`config.mk`:
```
export PLATFORM = sky130hd
export DESIGN_NAME = midi_voice_allocator
export DESIGN_NICKNAME = d
export VERILOG_FILES = /design/src/rtl/midi_voice_allocator.sv
export SDC_FILE = /design/constraint.sdc
export NUM_CORES = 1
export LEC_CHECK = 0
export CAP_MARGIN = 0
export CELL_PAD_IN_SITES_DETAIL_PLACEMENT = 1
export CELL_PAD_IN_SITES_GLOBAL_PLACEMENT = 1
export CORE_MARGIN = 4
export CORE_UTILIZATION = 40
export DETAILED_ROUTE_END_ITERATION = 10
export PLACE_DENSITY_LB_ADDON = 0.1
export SKIP_LAST_GASP = 1
export SLEW_MARGIN = 20
export SYNTH_ARGS = -nofsm -noshare
export SYNTH_HDL_FRONTEND = slang
export SYNTH_SLANG_ARGS = --single-unit
```
`constraint.sdc`:
```
create_clock -name sys_clk -period 5.8 [get_ports sys_clk]
set_clock_uncertainty 0.15 [all_clocks]
set_input_delay 1.16 -clock sys_clk [delete_from_list [all_inputs] [get_ports sys_clk]]
set_output_delay 1.16 -clock sys_clk [all_outputs]
set_load 0.01 [all_outputs]
```
`src/rtl/midi_voice_allocator.sv`:
```
// Polyphonic voice allocator: retrigger, free voice or LRU steal on note-on, gate release on note-off.
// Optional feature macro: VOICE_STEAL_EN (defined = steal LRU voice; undefined = drop note when full).
module midi_voice_allocator #(
  parameter int NUM_VOICES = 4,
  parameter int D_W        = 16,
  parameter int BYTE_W     = 8
) (
  input  logic                      sys_clk,
  input  logic                      rst,
  input  logic                      ev_valid,
  output logic                      ev_ready,
  input  logic                      ev_on,
  input  logic [6:0]                ev_note,
  input  logic [6:0]                ev_vel,
  output logic [BYTE_W-1:0]         lut_addr,
  input  logic [D_W-1:0]            lut_data,
  output logic [NUM_VOICES-1:0]     voice_gate,
  output logic [NUM_VOICES*7-1:0]   voice_note,
  output logic [NUM_VOICES*D_W-1:0] voice_div,
  output logic                      ev_done,
  output logic                      steal_strobe,
  output logic [1:0]                fsm_state
);
  localparam int RW = $clog2(NUM_VOICES);

  typedef enum logic [1:0] {S_IDLE, S_SEARCH, S_LUT_WAIT, S_COMMIT} state_t;

  // Handshake: an event transfers on a rising edge where ev_valid && ev_ready;
  // ev_ready is high only in IDLE and upstream holds the event until then.
  state_t state, state_nx;

  logic                  on_q, hit_q, steal_q;
  logic [6:0]            note_q;
  logic [RW-1:0]         tgt_q;
  logic [D_W-1:0]        div_q;
  logic [BYTE_W-1:0]     lut_addr_q;
  logic [NUM_VOICES-1:0] gate_q;
  logic [6:0]            note_arr [NUM_VOICES];
  logic [D_W-1:0]        div_arr  [NUM_VOICES];
  logic [RW-1:0]         rank     [NUM_VOICES];

  logic          match_found, free_found, sel_hit, sel_steal;
  logic [RW-1:0] match_idx, free_idx, old_idx, sel_idx;

  // Descending scans so the lowest matching index wins.
  always_comb begin
    match_found = 1'b0;
    match_idx   = '0;
    free_found  = 1'b0;
    free_idx    = '0;
    old_idx     = '0;
    for (int v = NUM_VOICES - 1; v >= 0; v--) begin
      if (gate_q[v] && note_arr[v] == note_q) begin
        match_found = 1'b1;
        match_idx   = RW'(v);
      end
      if (!gate_q[v]) begin
        free_found = 1'b1;
        free_idx   = RW'(v);
      end
      if (rank[v] == RW'(NUM_VOICES - 1)) old_idx = RW'(v);
    end
  end

  always_comb begin
    sel_idx   = match_idx;
    sel_hit   = match_found;
    sel_steal = 1'b0;
    if (on_q && !match_found) begin
      if (free_found) begin
        sel_idx = free_idx;
        sel_hit = 1'b1;
      end else begin
`ifdef VOICE_STEAL_EN
        sel_idx   = old_idx;
        sel_hit   = 1'b1;
        sel_steal = 1'b1;
`else
        // All voices busy: the note is dropped and the strobe flags the drop.
        sel_idx   = old_idx;
        sel_hit   = 1'b0;
        sel_steal = 1'b1;
`endif
      end
    end
  end

  always_ff @(posedge sys_clk or posedge rst) begin
    if (rst) state <= S_IDLE;
    else     state <= state_nx;
  end

  always_comb begin
    state_nx = state;
    case (state)
      S_IDLE:     if (ev_valid) state_nx = S_SEARCH;
      S_SEARCH:   state_nx = (on_q && sel_hit) ? S_LUT_WAIT : S_COMMIT;
      S_LUT_WAIT: state_nx = S_COMMIT;
      S_COMMIT:   state_nx = S_IDLE;
      default:    state_nx = S_IDLE;
    endcase
  end

  always_comb begin
    ev_ready     = (state == S_IDLE);
    ev_done      = (state == S_COMMIT);
    steal_strobe = (state == S_COMMIT) && steal_q;
    fsm_state    = state;
  end

  always_ff @(posedge sys_clk or posedge rst) begin
    if (rst) begin
      on_q       <= 1'b0;
      hit_q      <= 1'b0;
      steal_q    <= 1'b0;
      note_q     <= '0;
      tgt_q      <= '0;
      div_q      <= '0;
      lut_addr_q <= '0;
      gate_q     <= '0;
      for (int v = 0; v < NUM_VOICES; v++) begin
        note_arr[v] <= '0;
        div_arr[v]  <= '0;
        rank[v]     <= RW'(v);
      end
    end else begin
      if (state == S_IDLE && ev_valid) begin
        on_q   <= ev_on && (ev_vel != 7'd0);
        note_q <= ev_note;
        // Address is presented for the whole SEARCH cycle and then held.
        if (ev_on && ev_vel != 7'd0) lut_addr_q <= {{(BYTE_W-7){1'b0}}, ev_note};
      end
      if (state == S_SEARCH) begin
        tgt_q   <= sel_idx;
        hit_q   <= sel_hit;
        steal_q <= sel_steal;
      end
      if (state == S_LUT_WAIT) div_q <= lut_data;
      if (state == S_COMMIT && hit_q) begin
        if (on_q) begin
          gate_q[tgt_q]   <= 1'b1;
          note_arr[tgt_q] <= note_q;
          div_arr[tgt_q]  <= div_q;
          for (int v = 0; v < NUM_VOICES; v++)
            if (rank[v] < rank[tgt_q]) rank[v] <= rank[v] + RW'(1);
          rank[tgt_q] <= '0;
        end else begin
          gate_q[tgt_q] <= 1'b0;
        end
      end
    end
  end

  assign lut_addr   = lut_addr_q;
  assign voice_gate = gate_q;

  for (genvar g = 0; g < NUM_VOICES; g++) begin : g_pack
    assign voice_note[7*g +: 7]     = note_arr[g];
    assign voice_div[D_W*g +: D_W]  = div_arr[g];
  end

endmodule

```
==> impl_metrics.ini <==
[status]
outcome = finished, final reports clean

[synth]
post_synthesis_area_per_instance_sq_um = 12.9
postSynthNetCount = 521
post_synth_edffs = 0
ys_top_cells_by_area = sky130_fd_sc_hd__dfrtp_1 (56%), sky130_fd_sc_hd__mux2_2 (18%), sky130_fd_sc_hd__nand2_1 (4.7%)
yosysTopAreaCell = sky130_fd_sc_hd__dfrtp_1
part_of_the_yosys_area_used_for_sequential_elements_pct = 57.9
ys.warnings.count = 0
synthCells = 475
share_of_flip_flops_with_an_asynchronous_set_or_reset_after_synthesis_pct = 100
postSynthRegisterBits = 141
synth_cell_types = 46
synth_flop_cell = sky130_fd_sc_hd__dfrtp_1
netlist.area_leader.share_pct = 56.2
syn_area_sq_um = 6100

[clocking]
clock_latency_reported_for_the_late_side_of_the_worst_skew_pair_ps = 420
cts.clk_slew.worst_paths_ps = 60
cts.repair.resized = 0
tritoncts_clock_tree = yes
h-tree-depth = 4
cts-root-buf = sky130_fd_sc_hd__clkbuf_16
count_of_hold_buffers_inserted_by_post_cts_repair = 0
max-clock-path-buffers = 2
cts_buffers = 17
cts.repair_timing.setup_buffer_count = 0
cts.sinks = 141

[timing]
maxSlewHeadroom_pct = 32.0
finalWorstPathRequiredPeriod_ps = 3200
worst-slew-pin-transition_ps = 1020
achievable-frequency_ghz = 0.312
rsz0062_at_grt = no
hold_violations = 0
final_worst_setup_slack_ps = 2600
crit_share_post_route_pct = 55.2
hold_ws_ps = 324
setup_total_negative_slack_ps = 0
timing.final.setup_violations = 0
final-max-slew-violation-count = 0

[finish]
layout.cells.most_common = sky130_fd_sc_hd__clkdlybuf4s50_1
layout-area-overhead-vs-synth_pct = 36.4
number_of_non_filler_instances_in_the_completed_layout = 812
layout.nets = 661
finish.instance_area_sq_um = 8330
fillCellCount = 1495
number_of_inserted_diodes = 0
final_util_pct = 56.5
drive_gt1_share_pct = 23.9
most_frequent_cells_in_the_layout = sky130_fd_sc_hd__clkdlybuf4s50_1 (141), sky130_fd_sc_hd__dfrtp_1 (137), sky130_fd_sc_hd__mux2_2 (100), sky130_fd_sc_hd__nand2_1 (77), sky130_fd_sc_hd__xnor2_1 (25)

[place]
placedInstanceArea_sq_um = 7650
io_buffer_count = 141
numPlacedInstances = 779
preCtsSetupSlack_ps = 2740
post-dp-hpwl_microns = 10900
gp_congestion = 0.762

[drt]
detail_route.wirelength_microns = 16400
dr.pass1.iters = 4
viasPerCell = 5.14
met1_length_microns = 6540
drt.antenna.violating_nets = 0
drt_first_iter_violations = 167
met2_length_microns = 8540
wl_per_cell_microns = 20.2
routed-via-count = 4173
drt_drc_violations_left = 0
detail_route_met3_wl_microns = 1080
top_layer = met4

[floorplan]
height_of_the_die_microns = 132
dieArea_sq_um = 17300
fp.dieW_microns = 132
boundaryPins = 143
core_region_area_sq_um = 14800
floorplan.initialDensity_pct = 41.4
std_cell_rows = 44

[critical_path]
timing.critical_path.fanout_max = 7
crit_required_ps = 4490
critPathLaunchType = flop
crit_arrival_ps = 1890
path_class = reg2out
end_kind = output pin
r2r_slack_ps = 3290

[grt]
grt_overflow = 0
largest_net_degree_at_the_start_of_global_routing = 111
grt_pass1_wl_microns = 26700
globalRouteTotalUtil_pct = 19.7
first_global_vias = 4800
antenna_found_initial = 0

[power]
finalPower_mw = 3.71
power_density_nw_per_um2 = 446
max-vdd-ir-drop_uv = 256
p_leak_nw = 3.76

[min_path]
holdCritPathClass = reg2reg

[run]
drv_cap = 0
[where the power goes]
group / switching [mW] / total (mW) / internal [mW]
sequential: 0.302 / 1.52 / 1.21
combinational: 0.437 / 0.995 / 0.558
clock: 0.407 / 1.20 / 0.797
[cell usage after synthesis (8+ instances only)]
master / number
sky130_fd_sc_hd__mux2_2: 100
sky130_fd_sc_hd__nand2_1: 77
sky130_fd_sc_hd__dfrtp_1: 137
sky130_fd_sc_hd__nor2_1: 14
sky130_fd_sc_hd__xnor2_1: 25
sky130_fd_sc_hd__nand4_1: 8
sky130_fd_sc_hd__ha_1: 12
sky130_fd_sc_hd__inv_1: 9
sky130_fd_sc_hd__buf_2: 10
[state kept, by name (all words and copies together) (netlist names), named ones only]
| name | count |
|---|---|
| tgt_q | 2 |
| note_q | 7 |
| hit_q | 1 |
| rank | 8 |
| on_q | 1 |
| voice_div | 64 |
| div_q | 16 |
| fsm_state | 2 |
| steal_q | 1 |
| lut_addr | 7 |
| voice_note | 28 |
[area by class of cell]
cell class                      instances  area, sq um  area share, %
Clock inverter                         10          185           2.22
Inverter                                9         41.3          0.496
Timing Repair Buffer                  145         1450           17.4
Multi-Input combinational cell        301         2420           29.0
Sequential cell                       141         3530           42.4
Clock buffer                           22          474           5.69
Tap cell                              184          230           2.76
[metal layers]
metal | GRT usage, % | vias up
met1 | 23.1 | 2155
met2 | 33.7 | 86
li1 | - | 1914
met4 | 6.53 | 0
met5 | 0 | -
met3 | 7.38 | 18
[worst max-delay path, cell delays in order, from the launching register on]
cell and delay, ps:
sky130_fd_sc_hd__dfrtp_1 450, sky130_fd_sc_hd__ha_1 340, sky130_fd_sc_hd__and2_1 160, sky130_fd_sc_hd__clkdlybuf4s50_1 530
[kinds of logic after synthesis]
| group | count (synthesis) | share of synthesized area (%) |
|---|---|---|
| xor+xnor | 32 | 4.59 |
| buf+inv | 33 | 2.69 |
| mux | 108 | 20.0 |
| simple gates | 123 | 9.06 |
| other cells | 1 | 0.0614 |
| compound gates | 25 | 3.30 |
| fa+ha+maj | 12 | 2.46 |
| flops | 141 | 57.9 |
[final timing paths]
| check | startpoint | to | cells after the start |
|---|---|---|---|
| min | voice_div[6] | voice_div[6] | 2 |
| max in group asynchronous | rst | rank[3] | 3 |
| max | fsm_state[0] | steal_strobe | 3 |
| max reg2reg | tgt_q[0] | voice_div[28] | 4 |
| min reg2reg | voice_div[6] | voice_div[6] | 2 |
| min in group asynchronous | rst | voice_div[55] | 2 |
No activity file was read; power rests on OpenSTA's default activity.
